File: config.mk
export PLATFORM = sky130hd
export DESIGN_NAME = bisr_shift_ctrl
export DESIGN_NICKNAME = d
export VERILOG_FILES = /design/src/rtl/bisr_shift_ctrl.sv
export SDC_FILE = /design/constraint.sdc
export NUM_CORES = 1
export LEC_CHECK = 0
export CORE_MARGIN = 3
export CORE_UTILIZATION = 45
export DETAILED_ROUTE_END_ITERATION = 10
export PLACE_DENSITY = 0.7
export SLEW_MARGIN = 5
export SYNTH_ARGS = -nofsm -noshare
export SYNTH_HDL_FRONTEND = slang
export SYNTH_SLANG_ARGS = --single-unit
File: constraint.sdc
create_clock -name clk -period 4.55 [get_ports clk]
set_input_delay 1.1375 -clock clk [delete_from_list [all_inputs] [get_ports clk]]
set_output_delay 1.1375 -clock clk [all_outputs]
set_load 0.02 [all_outputs]
File: src/rtl/bisr_shift_ctrl.sv
// Stall / per-column shift-enable sequencer for the BISR weight-proxy remap path.
// Optional LOAD timeout is compiled in with `define BISR_SHIFT_CTRL_TIMEOUT_EN.
module bisr_shift_ctrl #(
    parameter int NUM_COLS     = 8,
    parameter int COL_W        = 3,
    parameter int CNT_W        = 8,
    parameter int LOAD_TIMEOUT = 64,
    parameter int DRAIN_CYCLES = 2
) (
    input  logic                clk,
    input  logic                rst_n,
    input  logic                remap_req,
    input  logic [COL_W-1:0]    remap_col,
    input  logic                clear_req,
    input  logic                weight_load_done,
    output logic                weight_load_start,
    output logic                stall,
    output logic [NUM_COLS-1:0] shift_en,
    output logic                remap_ack,
    output logic                active,
    output logic                busy,
    output logic                err
);

    typedef enum logic [2:0] {
        IDLE,
        LOAD,
        ALIGN,
        ACTIVE,
        DRAIN
    } state_t;

    localparam logic [CNT_W-1:0] DRAIN_LAST = CNT_W'(DRAIN_CYCLES - 1);
`ifdef BISR_SHIFT_CTRL_TIMEOUT_EN
    localparam logic [CNT_W-1:0] LOAD_LAST  = CNT_W'(LOAD_TIMEOUT - 1);
`endif

    if ((1 << COL_W) < NUM_COLS) begin : g_bad_col_w
        $error("COL_W too narrow for NUM_COLS");
    end
    if (LOAD_TIMEOUT < 1 || LOAD_TIMEOUT >= (1 << CNT_W)) begin : g_bad_timeout
        $error("LOAD_TIMEOUT must be in 1..2^CNT_W-1");
    end
    if (DRAIN_CYCLES < 1 || DRAIN_CYCLES >= (1 << CNT_W)) begin : g_bad_drain
        $error("DRAIN_CYCLES must be in 1..2^CNT_W-1");
    end

    state_t           state;
    logic [COL_W-1:0] col_q;
    logic [CNT_W-1:0] cnt;
    logic             col_valid;

    // Column i shifts when it is the faulty column or anywhere to its right.
    function automatic logic [NUM_COLS-1:0] thermo_mask(input logic [COL_W-1:0] c);
        logic [NUM_COLS-1:0] m;
        m = '0;
        for (int i = 0; i < NUM_COLS; i++) begin
            m[i] = (i >= int'(c));
        end
        return m;
    endfunction

    assign col_valid = (int'(remap_col) < NUM_COLS);

    always_ff @(posedge clk or negedge rst_n) begin
        if (!rst_n) begin
            state             <= IDLE;
            col_q             <= '0;
            cnt               <= '0;
            weight_load_start <= 1'b0;
            stall             <= 1'b0;
            shift_en          <= '0;
            remap_ack         <= 1'b0;
            active            <= 1'b0;
            busy              <= 1'b0;
            err               <= 1'b0;
        end else begin
            // NOTE: non-blocking defaults make the pulse outputs one cycle wide;
            // a later assignment in the same block overrides them for this edge.
            weight_load_start <= 1'b0;
            remap_ack         <= 1'b0;
            err               <= 1'b0;

            unique case (state)
                IDLE: begin
                    if (remap_req) begin
                        if (col_valid) begin
                            col_q             <= remap_col;
                            state             <= LOAD;
                            cnt               <= '0;
                            stall             <= 1'b1;
                            busy              <= 1'b1;
                            weight_load_start <= 1'b1;
                        end else begin
                            err <= 1'b1;
                        end
                    end
                end

                LOAD: begin
                    if (weight_load_done) begin
                        state    <= ALIGN;
                        cnt      <= '0;
                        stall    <= 1'b0;
                        shift_en <= thermo_mask(col_q);
                    end
`ifdef BISR_SHIFT_CTRL_TIMEOUT_EN
                    else if (cnt == LOAD_LAST) begin
                        state <= IDLE;
                        cnt   <= '0;
                        stall <= 1'b0;
                        busy  <= 1'b0;
                        err   <= 1'b1;
                    end
`endif
                    else if (cnt != '1) begin
                        cnt <= cnt + 1'b1;
                    end
                end

                ALIGN: begin
                    state     <= ACTIVE;
                    cnt       <= '0;
                    active    <= 1'b1;
                    remap_ack <= 1'b1;
                end

                ACTIVE: begin
                    if (clear_req) begin
                        state  <= DRAIN;
                        cnt    <= '0;
                        active <= 1'b0;
                        stall  <= 1'b1;
                    end
                end

                DRAIN: begin
                    if (cnt == DRAIN_LAST) begin
                        state    <= IDLE;
                        cnt      <= '0;
                        stall    <= 1'b0;
                        shift_en <= '0;
                        busy     <= 1'b0;
                    end else begin
                        cnt <= cnt + 1'b1;
                    end
                end

                default: begin
                    state <= IDLE;
                end
            endcase
        end
    end

endmodule

==> results of run 1 <==
power by group:
group | leakage, nW | internal [mW] | switching [mW] | total [mW]
clock network | 0.0150 | 0.0343 | 0.0685 | 0.103
logic | 0.313 | 0.215 | 0.221 | 0.436
registers | 0.339 | 0.320 | 0.101 | 0.421
total | 0.667 | 0.569 | 0.391 | 0.960
worst max-delay path by stage:
stage,end,slack [ns]
after global routing,cnt[3]$_DFFE_PN0P_,1.81
after global placement,cnt[4]$_DFFE_PN0P_,1.66
after floorplan,cnt[2]$_DFFE_PN0P_,2.31
after detailed placement,cnt[7]$_DFFE_PN0P_,1.61
after CTS,cnt[7]$_DFFE_PN0P_,1.95
final,cnt[3]$_DFFE_PN0P_,1.95
registers in the layout, indices dropped and copies added (netlist names):
signal	cells
remap_ack	1
col_q	3
weight_load_start	1
state	3
busy	1
cnt	8
stall	1
active	1
shift_en	8
synthesized netlist by cell type:
cell,count
nor4_1,2
buf_2,1
mux2_2,5
clkbuf_1,1
dfrtp_1,27
a21bo_2,1
o221ai_2,6
o211ai_1,3
nand4_2,1
nand4_1,1
nor2b_1,1
a2111oi_0,1
o221ai_1,1
mux2i_1,1
nor4b_4,1
ha_1,2
conb_1,1
and2_1,2
inv_1,9
buf_6,1
o21ai_0,7
and3_1,3
a21oi_1,5
a22o_1,4
o31ai_1,1
o21ai_2,1
nor2_1,6
o2111ai_2,1
nand2_1,7
nor3b_4,1
a21o_1,3
o21a_1,1
and4b_1,1
buf_1,1
buf_4,2
nand2b_1,1
nor3_1,3
a21boi_4,1
or3_1,1
o21bai_1,1
nor4b_2,2
o22ai_2,1
nand3_1,5
per-layer routing:
| metal | part of all wire | track usage | routed length, um |
|---|---|---|---|
| met4 | 0.011 | 0.0606 | 31 |
| met1 | 0.49 | 0.224 | 1330 |
| met5 | 0 | 0 | 0 |
| met3 | 0.029 | 0.0288 | 79 |
| met2 | 0.47 | 0.234 | 1270 |
layout by cell type, fill, tap and decap left out, drive strengths merged, types with 2 or more instances in the layout:
| cell type | instances |
|---|---|
| o211ai | 3 |
| nor4 | 2 |
| clkdlybuf4s50 | 20 |
| o21ai | 8 |
| inv | 9 |
| nor2 | 6 |
| a21oi | 5 |
| nand4 | 2 |
| nand2 | 7 |
| ha | 2 |
| a22o | 4 |
| nand3 | 5 |
| clkbuf | 4 |
| dfrtp | 27 |
| and2 | 2 |
| mux2 | 5 |
| nor4b | 3 |
| and3 | 3 |
| nor3 | 3 |
| o221ai | 7 |
| a21o | 3 |
cells by family after synthesis:
kind of cell,after synthesis
AO/OA/AOI/OAI,38
adder cells (fa/ha/maj),2
buffers and inverters,15
flip-flops,27
multiplexers,6
other,1
AND/OR/NAND/NOR,38
final cells by class:
type,count,area [um2]
clock buffers,4,26.3
inverters,9,33.8
repair buffers,21,208
multi-input cells,85,683
fillers,266,1220
flip-flops and latches,27,676
well taps,42,52.6
critical path: cells and delay by family:
kind	cells	cell delay, ns
and+or+nand+nor	3	1.01
buffers and inverters	1	0.49
AOI/OAI and AO/OA	1	0.20
==> run summary, run 1 <==
Outcome: complete, no violations
Worst Setup End Kind: flop
Final setup violation count: 0
DIE HEIGHT: 62.4 um
Post-synthesis xor/xnor area fraction: 0
Initial antenna violation count: 0
Arrival time at the worst endpoint: 2.85 ns
Total gr overflow: 0
Max-slew headroom: 0.589
Worst r2r src: cnt[1]$_DFFE_PN0P_
Final WL: 2710 um
Fin crit period: 2.60 ns
Later-pin clock latency in the skew report: 0.32 ns
Post-layout total power: 0.960 mW
Routed vias/inst: 5.48
Area of placed instances: 1650 um2
Worst Skew: 0.00858 ns
# resized after CTS: 0
Post-layout util: 0.579
RePlAce Congestion: 0.779
Worst-case clock buffer depth: 2
Hold_buf cts: 0
Sink Count: 27
Compound-gate portion of the synthesized area: 0.234
Syn Area/Cell: 11.3 um2
Hold Path Class: reg -> reg
Full die area: 3890 um2
Post-CTS Setup Inserts: 0
Endpoints failing hold: 0
Max cap viols: 0
P&R area growth vs syn: 17.3%
CTS tree: done
Vias in the first global route: 1,022
Synth cell types: 43
Post-synthesis simple-gate area fraction: 0.177
CP Cell Sequence: clkdlybuf4s50_1 > nor4b_4 > nand4_2 > and3_1 > o221ai_2
Register clock-pin slew on the reported worst setup and hold paths: 0.13 ns
Ys Warns: 0
Synth top area share: 0.472
Critical path class: in -> reg
Fmax: 384 MHz
Cell taking the most area after synthesis: dfrtp_1
Synth top area cells: dfrtp_1, o221ai_2, mux2_2
Critical path peak fanout: 9
DR iter-0 viols: 33
Share of cells above drive strength 1: 0.171
Final period util: 0.572
Critical-path top delay cell: clkdlybuf4s50_1
Static leakage: 0.667 nW
Row count: 19
IO Pins: 22
WHS Path Cells: 1
Hold_sp: shift_en[7]$_DFFE_PN0P_
CORE AREA: 2900 um2
Worst r2r path cells: 6
Via count: 1,030
Maximum VDD drop: 0.370 mV
Number of inserted diodes: 0
Critical Path Max Stage Delay: 0.49 ns
RSZ-0062 raised after global routing: no
Mux cell area share after synthesis: 0.0463
Avg WL per Cell: 14.4 um
Seq/Total Area, Yosys: 0.472
Largest family of logic cells by synthesized area: compound AO/OA/AOI/OAI gates
CP required: 4.79 ns
Post-Syn Nets: 137
CP Launch Type: input pin
Worst Hold Endpoint: shift_en[7]$_DFFE_PN0P_
R2R Setup Slk: 2.41 ns
Die Width: 62.4 um
Hold Slack: 0.493 ns
Seq cells post-synth: 27
Num CTS Buffers: 3
Total GRT Usage: 0.156
Adder-cell share of the synthesized area: 0.0175
Post-place setup slack: 1.61 ns
Setup crit start: weight_load_done
Routed Antenna Nets: 0
# port buffers: 20
HPWL Detailed: 1930 um
Starting Density: 0.494
First-pass GRT wire length: 4990 um
TritonRoute pass-1 iters: 4
CTS Root Cell: clkbuf_4
Mapped Area: 1430 um2
Setup TNS Final: 0 ns
Fin nets: 157
Htree depth: 1
Cell Pwr Density: 572 nW/um2
Worst-margin pin slew: 0.617 ns
Post-Layout Cell Count: 188
DRC: 0
PnR worst setup slack: 1.95 ns
Pin count of the biggest net entering global routing: 28
Dpl cells: 184
Post-route cell area: 1680 um2
Fin. max-slew vios: 0
Reg-to-reg endpoint: cnt[3]$_DFFE_PN0P_
Synthesized instance count: 127
No activity file was read; power rests on OpenSTA's default activity.
==> run 2, diff against run 1 <==
==> constraint.sdc (replaced) <==
create_clock -name clk -period 2.5 [get_ports clk]
set_input_delay 0.625 -clock clk [delete_from_list [all_inputs] [get_ports clk]]
set_output_delay 0.625 -clock clk [all_outputs]
set_load 0.02 [all_outputs]
==> run 2 against run 1 <==
Effect of this change: via count rose by 0.39%; first-iteration DRC count rose by 52%; sequential cell count did not move; clock-buffer cell count fell by 1; largest cell class unchanged.
==> run summary, run 2 (synthesized netlist as in run 1, its figures left out) <==
Pin count of the biggest net entering global routing: 28 (unchanged)
Worst-case clock buffer depth: 2 (unchanged)
CP Capture Point: cnt[4]$_DFFE_PN0P_
Starting Density: 0.494 (unchanged)
Final WL: 2740 um (+0.85%)
Outcome: complete, no violations
Max-slew headroom: 0.601 (+0.0126)
RSZ-0062 raised after global routing: no
Post-route cell area: 1710 um2 (+1.6%)
Fin crit period: 2.09 ns
CP Depth: 6 (+1)
HPWL Detailed: 2020 um (+4.6%)
CP Launch Type: flop
RePlAce Congestion: 0.831 (+6.7%)
Static leakage: 0.682 nW (+2.2%)
CTS Root Cell: clkbuf_4
Row count: 19 (unchanged)
Total gr overflow: 0 (unchanged)
DRC: 0 (unchanged)
Critical Path Max Stage Delay: 0.54 ns (+0.05 ns)
Buf/Inv on CP: 1 (unchanged)
Fin nets: 160 (+1.9%)
DR iter-0 viols: 50 (+52%)
CTS tree: done
Hold Path Class: reg -> reg
Setup crit start: cnt[1]$_DFFE_PN0P_
Commonest non-fill, non-tap cells in the layout: dfrtp_1, clkdlybuf4s50_1, inv_1
Critical-path top delay cell: o2111ai_2
Post-CTS Setup Inserts: 0 (unchanged)
Routed wl met3: 71 um (-10%)
Hold Slack: 0.510 ns (+0.0171 ns)
Routed Antenna Nets: 0 (unchanged)
Critical path class: reg -> reg
Endpoints failing hold: 0 (unchanged)
Area of placed instances: 1680 um2 (+1.4%)
Full die area: 3890 um2 (unchanged)
Register clock-pin slew on the reported worst setup and hold paths: 0.15 ns (+0.02 ns)
First-pass GRT wire length: 5110 um (+2.4%)
Sink Count: 27 (unchanged)
TritonRoute pass-1 iters: 4 (unchanged)
Routed vias/inst: 5.41 (-1.2%)
M1 WL: 1300 um (-2.2%)
Worst Setup End Kind: flop
CORE AREA: 2900 um2 (unchanged)
DIE HEIGHT: 62.4 um (unchanged)
R2R Setup Slk: 0.41 ns (-2.00 ns)
Share of cells above drive strength 1: 0.195 (+0.0234)
# resized after CTS: 0 (unchanged)
Number of inserted diodes: 0 (unchanged)
CP top delay family: compound AO/OA/AOI/OAI gates
Setup TNS Final: 0 ns (unchanged)
Maximum VDD drop: 0.544 mV (+47%)
Fin. max-slew vios: 0 (unchanged)
Initial antenna violation count: 0 (unchanged)
Fmax: 478 MHz
Critical path peak fanout: 9 (unchanged)
Final setup violation count: 0 (unchanged)
Reg-to-reg endpoint: cnt[4]$_DFFE_PN0P_
Arrival time at the worst endpoint: 2.29 ns (-0.56 ns)
Final period util: 0.837
Worst r2r path cells: 6 (unchanged)
Top Layer Used: met4
CP Cell Sequence: inv_1 > ha_1 > nor4b_2 > a21boi_4 > o2111ai_2 > o221ai_2
Via count: 1,034 (+0.39%)
Die Width: 62.4 um (unchanged)
Routed met2 length: 1350 um (+5.8%)
CP required: 2.70 ns (-2.09 ns)
Worst r2r src: cnt[1]$_DFFE_PN0P_
Total GRT Usage: 0.160 (+0.00409)
Cell Pwr Density: 1050 nW/um2 (+83%)
Worst-margin pin slew: 0.598 ns (-0.0189 ns)
# port buffers: 20 (unchanged)
Vias in the first global route: 1,075 (+5.2%)
P&R area growth vs syn: 19.1%
Num CTS Buffers: 3 (unchanged)
Later-pin clock latency in the skew report: 0.33 ns (about the same)
Worst Skew: 0.0114 ns (+0.00287 ns)
Max cap viols: 0 (unchanged)
Htree depth: 1 (unchanged)
Most common cell after layout, fill and taps aside: dfrtp_1
Hold_buf cts: 0 (unchanged)
Largest registers: cnt x8, shift_en x8
Avg WL per Cell: 14.3 um (-0.74%)
IO Pins: 22 (unchanged)
## run 2: cell count changes in the layout (fill, tap and decap cells not counted)
cell,delta
buf_4,+3
clkbuf_1,-1
clkinvlp_4,+1
## run 2: routing by layer
layer / up-vias / global-route usage
met1: 503 / 0.223
met5: - / 0
met4: 0 / 0.0496
met2: 13 / 0.257
met3: 2 / 0.0252
li1: 516 / -
## run 2: worst min-delay path by stage
stage                            start                      end  slack (ns)  depth (start not counted)
2_1_floorplan                    rst_n       active$_DFFE_PN0P_        0.33                          0
3_3_place_gp          busy$_DFFE_PN0P_         busy$_DFFE_PN0P_        0.46                          1
3_5_place_dp   shift_en[3]$_DFFE_PN0P_  shift_en[3]$_DFFE_PN0P_        0.47                          1
4_1_cts               busy$_DFFE_PN0P_         busy$_DFFE_PN0P_        0.51                          1
5_1_grt               busy$_DFFE_PN0P_         busy$_DFFE_PN0P_        0.54                          1
6_report              busy$_DFFE_PN0P_         busy$_DFFE_PN0P_        0.51                          1
## run 2: where the power goes
part           total (mW)  internal [mW]  switching, mW
Sequential          0.744          0.583          0.161
Clock               0.194         0.0612          0.133
Combinational       0.847          0.411          0.436
## run 2: final cells by class
cell class	instances	area, um2
clock buffer	3	22.5
clock inverter	1	7.51
fill	273	1190
inverter	9	33.8
multi-input combinational	85	683
sequential	27	676
tap	42	52.6
timing repair buffer	24	230
## run 2: through the flow
stage	power, mW	util	cells	worst slack (ns)
after floorplan	1.31	-	127	0.722
after global placement	1.59	0.578	187	0.286
after detailed placement	1.61	0.578	187	0.220
after CTS	1.81	0.588	191	0.371
after global routing	1.93	0.588	191	0.196
final	1.78	0.588	191	0.407
==> run 3, diff against run 2 <==
--- a/config.mk
+++ b/config.mk
@@ -8,7 +8,7 @@
 export CORE_MARGIN = 3
 export CORE_UTILIZATION = 45
 export DETAILED_ROUTE_END_ITERATION = 10
-export PLACE_DENSITY = 0.7
+export PLACE_DENSITY = 0.72
 export SLEW_MARGIN = 5
 export SYNTH_ARGS = -nofsm -noshare
 export SYNTH_HDL_FRONTEND = slang
==> constraint.sdc (replaced) <==
create_clock -name clk -period 1.8 [get_ports clk]
set_input_delay 0.45 -clock clk [delete_from_list [all_inputs] [get_ports clk]]
set_output_delay 0.45 -clock clk [all_outputs]
set_load 0.02 [all_outputs]
==> run 3 against run 2 <==
Effect of this change: maximum frequency is 19% higher; clock power is 38% higher; clock skew is 0.0020 ns higher; critical path depth stayed put; highest routed layer unchanged.
==> run summary, run 3 (synthesized netlist as in run 1, its figures left out) <==
Outcome: complete, no violations
CP Launch Type: flop
Number of filler cells placed in the layout: 241 (-12%)
Commonest non-fill, non-tap cells in the layout: buf_4, dfrtp_1, clkdlybuf4s50_1
Max cap viols: 0 (unchanged)
CTS Root Cell: clkbuf_4
Cell Pwr Density: 1400 nW/um2 (+34%)
Hold Slack: 0.467 ns (-0.0436 ns)
HPWL Detailed: 2290 um (+13%)
Starting Density: 0.494 (unchanged)
Final period util: 0.979 (+0.142)
DRC: 0 (unchanged)
Met3 global-route usage: 0.0252 (unchanged)
First-pass GRT wire length: 5410 um (+5.9%)
Pin count of the biggest net entering global routing: 28 (unchanged)
Worst-margin pin slew: 0.465 ns (-0.133 ns)
Static leakage: 0.904 nW (+33%)
Worst Skew: 0.0134 ns (+0.00199 ns)
Fin. max-slew vios: 0 (unchanged)
Global routing's busiest layer: met2
DR iter-0 viols: 40 (-20%)
Initial antenna violation count: 0 (unchanged)
Post-route cell area: 1990 um2 (+17%)
Routed vias/inst: 5.33 (-1.5%)
Worst Setup End Kind: flop
Hold Path Class: in -> async
P&R area growth vs syn: 38.9%
Total GRT Usage: 0.166 (+0.00517)
Maximum VDD drop: 0.910 mV (+67%)
Htree depth: 1 (unchanged)
Fin crit period: 1.76 ns (-0.331 ns)
Largest registers: cnt x8, shift_en x8
Number of inserted diodes: 0 (unchanged)
Critical path class: reg -> reg
Share of cells above drive strength 1: 0.343 (+0.148)
Met2 Use GR: 0.282 (+0.0253)
Routed Antenna Nets: 0 (unchanged)
CORE AREA: 2900 um2 (unchanged)
Vias in the first global route: 1,201 (+12%)
TritonRoute pass-1 iters: 4 (unchanged)
Final WL: 3130 um (+14%)
Arrival time at the worst endpoint: 1.99 ns (-0.30 ns)
Fin nets: 186 (+16%)
Hold_buf cts: 0 (unchanged)
Most common cell after layout, fill and taps aside: buf_4
Post-layout total power: 2.78 mW (+56%)
Final setup violation count: 0 (unchanged)
Num CTS Buffers: 3 (unchanged)
Critical path peak fanout: 5 (-4)
Die Width: 62.4 um (unchanged)
Endpoints failing hold: 0 (unchanged)
IO Pins: 22 (unchanged)
CTS tree: done
Setup TNS Final: 0 ns (unchanged)
Via count: 1,157 (+12%)
Max-slew headroom: 0.682 (+0.0808)
Register clock-pin slew on the reported worst setup and hold paths: 0.16 ns (about the same)
Sink Count: 27 (unchanged)
Fmax: 567 MHz (+19%)
# port buffers: 20 (unchanged)
Total gr overflow: 0 (unchanged)
Later-pin clock latency in the skew report: 0.32 ns (about the same)
Area of placed instances: 1840 um2 (+9.9%)
Avg WL per Cell: 14.4 um (+0.70%)
Worst-case clock buffer depth: 2 (unchanged)
DIE HEIGHT: 62.4 um (unchanged)
GR Layer Usage met1: 0.221 (-0.00154)
RePlAce Congestion: 0.846 (+1.7%)
Full die area: 3890 um2 (unchanged)
CP required: 2.03 ns (-0.67 ns)
Row count: 19 (unchanged)
run 3: cell types whose count changed in the layout (fill, tap and decap cells not counted), sizes merged:
cell           change
dlymetal6s2s       +8
clkdlybuf4s50      -8
buf               +26
run 3: what timing repair did:
item,4_1_cts,5_1_grt
gates cloned,0,0
gates resized for setup,3,16
pin swaps,2,1
endpoints found under the setup margin,10,23
buffers inserted,1,3
run 3: path summary, 6_finish.rpt:
path	startpoint	to	slack, ns	cells past startpoint
min in group clk	shift_en[7]$_DFFE_PN0P_	shift_en[7]$_DFFE_PN0P_	0.49	1
worst min-delay path	rst_n	cnt[1]$_DFFE_PN0P_	0.47	2
max in group asynchronous	rst_n	state[0]$_DFFE_PN0P_	1.05	2
worst max register to register	cnt[0]$_DFFE_PN0P_	shift_en[5]$_DFFE_PN0P_	0.04	6
worst min register to register	shift_en[7]$_DFFE_PN0P_	shift_en[7]$_DFFE_PN0P_	0.49	1
worst max-delay path	cnt[0]$_DFFE_PN0P_	shift_en[5]$_DFFE_PN0P_	0.04	6
run 3: worst max-delay path, stage by stage (launching register included):
cell	delay, ns
dfrtp_1	0.44
ha_4	0.17
nor4b_4	0.12
buf_4	0.16
and4b_1	0.21
o21ai_4	0.21
mux2_2	0.36
run 3: metrics by stage:
step,util,worst slack [ns],std cells
2_1_floorplan,-,0.0216,127
3_3_place_gp,0.635,-0.221,209
3_5_place_dp,0.635,-0.291,209
4_1_cts,0.652,0.00634,214
5_1_grt,0.686,-0.0408,217
6_report,0.686,0.0378,217
run 3: power by group:
part	switching, mW	leakage, nW	internal, mW
Sequential	0.216	0.338	0.812
Combinational	0.702	0.552	0.781
Clock	0.184	0.0139	0.0848
Total	1.10	0.904	1.68
run 3: area by class of cell:
type	instances	area, um2	share of cell area
flip-flops and latches	27	677	0.340
clock inverters	1	7.51	0.00378
repair buffers	50	462	0.232
inverters	9	33.8	0.0170
multi-input cells	85	733	0.369
well taps	42	52.6	0.0264
clock buffers	3	22.5	0.0113
run 3: routing by layer:
layer,up-vias,wire (um),share of wire
li1,566,-,-
met3,2,102,0.033
met2,20,1610,0.51
met5,-,0,0
met4,0,13,0.0042
met1,569,1400,0.45
